<file path="src/rtl/rv32im_dmem_bridge_pkg.sv">
// Shared LSU opcode encodings, data widths and bridge FSM states.
// Opcode bit 3 marks a store; bits [1:0] give the access size.
package rv32im_dmem_bridge_pkg;

    localparam int API_DATA_WIDTH   = 32;
    localparam int LSU_OPCODE_WIDTH = 4;

    localparam logic [LSU_OPCODE_WIDTH-1:0] LSU_OPCODE_LB  = 4'b0000;
    localparam logic [LSU_OPCODE_WIDTH-1:0] LSU_OPCODE_LH  = 4'b0001;
    localparam logic [LSU_OPCODE_WIDTH-1:0] LSU_OPCODE_LW  = 4'b0010;
    localparam logic [LSU_OPCODE_WIDTH-1:0] LSU_OPCODE_LBU = 4'b0100;
    localparam logic [LSU_OPCODE_WIDTH-1:0] LSU_OPCODE_LHU = 4'b0101;
    localparam logic [LSU_OPCODE_WIDTH-1:0] LSU_OPCODE_SB  = 4'b1000;
    localparam logic [LSU_OPCODE_WIDTH-1:0] LSU_OPCODE_SH  = 4'b1001;
    localparam logic [LSU_OPCODE_WIDTH-1:0] LSU_OPCODE_SW  = 4'b1010;

    typedef enum logic [1:0] {
        DMEM_IDLE = 2'b00,
        DMEM_REQ  = 2'b01,
        DMEM_RESP = 2'b10
    } dmem_state_e;

endpackage

</file>
<file path="src/rtl/rv32im_dmem_lane.sv">
// Byte-enable, store-lane replication and alignment check for one request.
// Purely combinational; the bridge latches its outputs when it accepts.
module rv32im_dmem_lane
    import rv32im_dmem_bridge_pkg::*;
(
    input  logic [LSU_OPCODE_WIDTH-1:0] opcode,
    input  logic [1:0]                  addr_lo,
    input  logic [API_DATA_WIDTH-1:0]   data,
    output logic [3:0]                  be,
    output logic [API_DATA_WIDTH-1:0]   wdata,
    output logic                        we,
    output logic                        misalign
);

    logic [API_DATA_WIDTH-1:0] repl;

    always_comb begin
        be       = 4'b0000;
        repl     = '0;
        we       = 1'b0;
        misalign = 1'b0;
        case (opcode)
            LSU_OPCODE_LB, LSU_OPCODE_LBU, LSU_OPCODE_SB: begin
                be   = 4'b0001 << addr_lo;
                repl = {4{data[7:0]}};
            end
            LSU_OPCODE_LH, LSU_OPCODE_LHU, LSU_OPCODE_SH: begin
                be       = 4'b0011 << {addr_lo[1], 1'b0};
                repl     = {2{data[15:0]}};
                misalign = addr_lo[0];
            end
            LSU_OPCODE_LW, LSU_OPCODE_SW: begin
                be       = 4'b1111;
                repl     = data;
                misalign = |addr_lo;
            end
            default: ;
        endcase
        we    = (opcode == LSU_OPCODE_SB) || (opcode == LSU_OPCODE_SH) ||
                (opcode == LSU_OPCODE_SW);
        wdata = we ? repl : '0;
    end

endmodule

</file>
<file path="src/rtl/rv32im_dmem_bridge.sv">
// Sequential data-memory port below the LSU: one outstanding req/gnt/rvalid
// access, with misalign rejection, error passthrough and a wait timeout.
module rv32im_dmem_bridge
    import rv32im_dmem_bridge_pkg::*;
#(
    parameter int TIMEOUT_CYCLES = 64,
    parameter int TMO_W          = 7
) (
    input  logic                        clk_i,
    input  logic                        rst_n_i,
    input  logic                        lsu_req_i,
    input  logic [LSU_OPCODE_WIDTH-1:0] lsu_opcode_i,
    input  logic [API_DATA_WIDTH-1:0]   addr_mem_i,
    input  logic [API_DATA_WIDTH-1:0]   val_memwr_i,
    output logic [API_DATA_WIDTH-1:0]   val_memrd_o,
    output logic                        lsu_busy_o,
    output logic                        lsu_done_o,
    output logic                        lsu_misalign_o,
    output logic                        lsu_buserr_o,
    output logic                        dmem_req_o,
    output logic                        dmem_we_o,
    output logic [3:0]                  dmem_be_o,
    output logic [API_DATA_WIDTH-1:0]   dmem_addr_o,
    output logic [API_DATA_WIDTH-1:0]   dmem_wdata_o,
    input  logic                        dmem_gnt_i,
    input  logic                        dmem_rvalid_i,
    input  logic [API_DATA_WIDTH-1:0]   dmem_rdata_i,
    input  logic                        dmem_err_i
);

    dmem_state_e               state_q, state_d;
    logic [TMO_W-1:0]          cnt_q, cnt_d;
    logic [3:0]                be_q;
    logic [API_DATA_WIDTH-1:0] wdata_q, addr_q, rdata_q;
    logic                      we_q;
    logic                      done_q, done_d;
    logic                      buserr_q, buserr_d;
    logic                      mis_q, mis_d;
    logic                      accept, latch_rd, tmo_hit, finish;

    logic [3:0]                lane_be;
    logic [API_DATA_WIDTH-1:0] lane_wdata;
    logic                      lane_we, lane_mis;

    rv32im_dmem_lane u_lane (
        .opcode   (lsu_opcode_i),
        .addr_lo  (addr_mem_i[1:0]),
        .data     (val_memwr_i),
        .be       (lane_be),
        .wdata    (lane_wdata),
        .we       (lane_we),
        .misalign (lane_mis)
    );

    // Counter value k means k+1 cycles spent waiting in the current state.
    assign tmo_hit = (TIMEOUT_CYCLES != 0) &&
                     (cnt_q == TMO_W'(TIMEOUT_CYCLES - 1));

    always_comb begin
        state_d  = state_q;
        cnt_d    = cnt_q;
        done_d   = 1'b0;
        buserr_d = 1'b0;
        mis_d    = 1'b0;
        accept   = 1'b0;
        finish   = 1'b0;
        latch_rd = 1'b0;
        case (state_q)
            DMEM_IDLE: begin
                if (lsu_req_i) begin
                    if (lane_mis) begin
                        mis_d = 1'b1;
                    end else begin
                        accept  = 1'b1;
                        cnt_d   = '0;
                        state_d = DMEM_REQ;
                    end
                end
            end
            DMEM_REQ: begin
                cnt_d = cnt_q + TMO_W'(1);
                if (dmem_gnt_i && dmem_rvalid_i) begin
                    finish = 1'b1;
                end else if (dmem_gnt_i) begin
                    cnt_d   = '0;
                    state_d = DMEM_RESP;
                end else if (tmo_hit) begin
                    buserr_d = 1'b1;
                    state_d  = DMEM_IDLE;
                end
            end
            DMEM_RESP: begin
                cnt_d = cnt_q + TMO_W'(1);
                if (dmem_rvalid_i) begin
                    finish = 1'b1;
                end else if (tmo_hit) begin
                    buserr_d = 1'b1;
                    state_d  = DMEM_IDLE;
                end
            end
            default: state_d = DMEM_IDLE;
        endcase
        if (finish) begin
            state_d  = DMEM_IDLE;
            done_d   = !dmem_err_i;
            buserr_d = dmem_err_i;
            latch_rd = !we_q;
        end
    end

    always_ff @(posedge clk_i or negedge rst_n_i) begin
        if (!rst_n_i) begin
            state_q  <= DMEM_IDLE;
            cnt_q    <= '0;
            be_q     <= '0;
            wdata_q  <= '0;
            addr_q   <= '0;
            we_q     <= 1'b0;
            rdata_q  <= '0;
            done_q   <= 1'b0;
            buserr_q <= 1'b0;
            mis_q    <= 1'b0;
        end else begin
            state_q  <= state_d;
            cnt_q    <= cnt_d;
            done_q   <= done_d;
            buserr_q <= buserr_d;
            mis_q    <= mis_d;
            if (accept) begin
                be_q    <= lane_be;
                wdata_q <= lane_wdata;
                we_q    <= lane_we;
                addr_q  <= {addr_mem_i[API_DATA_WIDTH-1:2], 2'b00};
            end
            if (latch_rd) begin
                rdata_q <= dmem_rdata_i;
            end
        end
    end

    assign dmem_req_o     = (state_q == DMEM_REQ);
    assign dmem_we_o      = dmem_req_o & we_q;
    assign dmem_be_o      = dmem_req_o ? be_q : 4'b0000;
    assign dmem_addr_o    = dmem_req_o ? addr_q : '0;
    assign dmem_wdata_o   = dmem_req_o ? wdata_q : '0;
    assign lsu_busy_o     = (state_q != DMEM_IDLE);
    assign lsu_done_o     = done_q;
    assign lsu_buserr_o   = buserr_q;
    assign lsu_misalign_o = mis_q;
    assign val_memrd_o    = rdata_q;

endmodule

</file>
<file path="config.mk">
export PLATFORM = sky130hd
export DESIGN_NAME = rv32im_dmem_bridge
export DESIGN_NICKNAME = d
export VERILOG_FILES = /design/src/rtl/rv32im_dmem_bridge_pkg.sv /design/src/rtl/rv32im_dmem_lane.sv /design/src/rtl/rv32im_dmem_bridge.sv
export SDC_FILE = /design/constraint.sdc
export NUM_CORES = 1
export LEC_CHECK = 0
export ABC_AREA = 0
export CORE_ASPECT_RATIO = 0.7
export CORE_MARGIN = 1
export CORE_UTILIZATION = 40
export CTS_CLUSTER_SIZE = 25
export DETAILED_ROUTE_END_ITERATION = 10
export GPL_ROUTABILITY_DRIVEN = 0
export GPL_TIMING_DRIVEN = 0
export PLACE_DENSITY_LB_ADDON = 0.3
export SYNTH_ARGS = -nofsm -noshare
export SYNTH_HDL_FRONTEND = slang
export SYNTH_HIERARCHICAL = 1
export SYNTH_SLANG_ARGS = --single-unit
export TNS_END_PERCENT = 100
</file>
<file path="constraint.sdc">
create_clock -name clk_i -period 1.79 [get_ports clk_i]
set_input_delay 0.358 -clock clk_i [delete_from_list [all_inputs] [get_ports clk_i]]
set_output_delay 0.358 -clock clk_i [all_outputs]
set_load 0.05 [all_outputs]
</file>
==> flow_metrics.tcl <==
set metrics [dict create \
    root_buffer "clkbuf_16" \
    synth_area_sq_um 5433 \
    cts_hold_buffers 0 \
    multi_input_area_sq_um 2831 \
    dr.pass1.iters 4 \
    final_common_cell "dfrtp_1" \
    pin_count 212 \
    r2r_slack_ns -0.16 \
    cts_tree "yes" \
    fmax_mhz 500.2 \
    path_class "reg2out" \
    required_ns 1.43 \
    reg2reg_to "val_memrd_o[24]" \
    cts.reportedPaths.clkPinSlew_ns 0.08 \
    cts_buffers 9 \
    clock_latency_ns 0.35 \
    dr_wl_met2_um 7840 \
    area_delta_synth_final_pct 70.96 \
    pwr_density_cell_nw_per_um2 1708 \
    ys_warn_count 6 \
    postSynthCellCount 447 \
    viasPerCell 4.944 \
    tightest_slew_ns 0.7219 \
    met3_length_um 1177 \
    synth-seq-cells 111 \
    m1WireLength_um 7029 \
    setup_viol 140 \
    dieHeight_um 99.51 \
    grt-ovfl-total 0 \
    start_kind "register" \
    top_layer "met5" \
    holdWs_ns 0.04622 \
    htreeDepth 3 \
    violations "negative setup slack" \
    rsz0062_at_grt "yes" \
    wl_per_cell_um 18.31 \
    drt_iter0_drc 179 \
    fp-row-count 35 \
    ir_drop_v 0.0006372 \
    r2r_start "state_q[1]" \
    p_total_w 0.01586 \
    layout-drive-gt1-share 0.4793 \
    drtAntennaViolNets 0 \
    cap_violations 0 \
    n_fill_cell 906 \
    slew_headroom 0.5187 \
    finClkSkew_ns 0.006058 \
    p_leak_nw 4.526 \
    initial_utilization 0.4121 \
    utilization 0.7046 \
    timing.final.ws_setup_ns -0.2093 \
    final_cell_mix "dfrtp_1 (110), clkdlybuf4s50_1 (98), buf_8 (75), mux2_2 (68), and2_4 (66)" \
    final_cells 886 \
    seq_area_frac_synth 0.5113 \
    cts.sinks 111 \
    dp_hpwl_um 11460 \
    synth_area_leaders "dfrtp_1 (51%), mux2_2 (21%), and2_1 (8.6%), a21o_1 (2.3%), mux2i_1 (1.7%)" \
    grt_use_total 0.2315 \
    port-buffer-count 208 \
    drc_errors 0 \
    synth_top_cell_area_share 0.5113 \
    die_area_sq_um 14060 \
    syn_area_per_cell_sq_um 12.15 \
    hold_violations 0 \
    critPathArrivalTime_ns 1.64 \
    grt_pass1_wl_um 24820 \
    status "finished, violations left" \
    synth_area_leader_cell "dfrtp_1" \
    fin_crit_sh 1.117 \
    critPathMaxFanout 10 \
    antenna_found_initial 3 \
    vias 4380 \
    die_w_um 141.3 \
    fin_nets 805 \
    hold_path_class "in2async" \
    routed_wl_um 16220 \
    dp_cells 842 \
    layout_min_cycle_time_ns 1.999 \
    cp-end-kind "output pin" \
    design.core.area_sq_um 13180 \
    drv_slew 0 \
    seqCellArea_sq_um 2779 \
    synth_cell_types 41 \
    grt_max_degree 59 \
    cts_buffer_depth 2 \
    grt_pass1_vias 4475 \
    r2r_cells 9 \
]
==> worst max path at each step <==
stage                         start                to  slack (ns)
finish                   state_q[1]  dmem_wdata_o[13]       -0.21
detailed placement  lsu_opcode_i[1]          cnt_q[2]       -0.87
CTS                      state_q[1]  dmem_wdata_o[30]       -0.19
global placement            rst_n_i          cnt_q[6]       -3.88
floorplan           lsu_opcode_i[0]          cnt_q[4]       -0.05
global route             state_q[0]          cnt_q[2]       -0.26
==> critical path: stages, from the launching register on <==
cell	delay [ns]
dfrtp_1	0.40
inv_2	0.09
ha_4	0.18
clkbuf_16	0.17
clkbuf_16	0.15
and2_4	0.15
buf_8	0.14
==> state kept, by name, summed over array words and instances (netlist names) <==
| name | cells |
|---|---|
| we_q | 1 |
| lsu_done_o | 1 |
| addr_q | 30 |
| wdata_q | 32 |
| state_q | 2 |
| cnt_q | 7 |
| be_q | 4 |
| lsu_buserr_o | 1 |
| lsu_misalign_o | 1 |
| val_memrd_o | 32 |
==> layout make-up <==
| class | instances | share of cell area |
|---|---|---|
| multi-input combinational | 302 | 0.3049 |
| sequential | 111 | 0.2992 |
| timing repair buffer | 236 | 0.2938 |
| buffer | 26 | 0.04028 |
| tap | 185 | 0.02492 |
| clock buffer | 10 | 0.02465 |
| clock inverter | 6 | 0.008083 |
| inverter | 8 | 0.003637 |
| antenna | 2 | 0.0005389 |
==> cells by family (layout without fill, tap and decap cells) <==
family	count (synthesis)	in the layout	share of synthesized area
adders and majority gates	5	5	0.01152
buffers and inverters	35	286	0.03478
other	1	4	0.0006903
AOI/OAI and AO/OA	57	57	0.07393
DFF	111	111	0.5113
and+or+nand+nor	128	128	0.1423
muxes	109	109	0.2239
xor gates and xnor gates	1	1	0.001612
==> cells in the mapped netlist <==
library cell	instances
a21oi_2	1
nor3_1	3
o31ai_2	2
nor3b_1	3
a22o_1	1
a31o_2	1
a32o_1	1
nand3_1	3
nor2b_1	3
or3b_1	1
and3_1	2
conb_1	1
nor2_2	8
o21a_1	1
or3_1	2
a21o_1	17
clkbuf_1	11
a22oi_1	9
and2_1	75
a211o_1	1
buf_2	7
nand3b_4	1
o21ai_0	16
buf_4	5
mux2_2	99
inv_1	7
buf_6	4
a21boi_4	1
nor3_4	1
o21ai_1	1
ha_1	5
nand2_1	9
mux2_1	1
nor2_1	13
dfrtp_1	111
mux2i_1	9
nand2b_1	3
a21oi_1	5
nand3b_2	1
xor2_1	1
inv_2	1
==> through the flow <==
step / TNS [ns] / area [sq um] / worst slack, ns
6_report: -15.66 / 9288 / -0.2093
2_1_floorplan: -1.443 / 5751 / -0.05386
3_5_place_dp: -113.55 / 8089 / -0.8668
3_3_place_gp: -536.82 / 8064 / -3.880
5_1_grt: -24.16 / 9283 / -0.2643
4_1_cts: -13.88 / 9027 / -0.1902
==> layer usage <==
layer,up-vias,global-route usage
li1,2027,-
met3,19,0.07463
met1,2180,0.2946
met4,2,0.04849
met5,-,0
met2,152,0.3869
==> what timing repair did <==
item,4_1_cts,5_1_grt
gates resized for setup,615,64
setup endpoints to repair,210,169
buffers inserted,16,8
pin swaps,1,1
gates cloned,4,0
==> power breakdown <==
| group | switching [W] | internal, W |
|---|---|---|
| registers | 0.000569 | 0.00352 |
| logic | 0.00520 | 0.00450 |
| clock network | 0.000963 | 0.00111 |
| total | 0.00673 | 0.00913 |
Power figures use the tool's default switching activity.
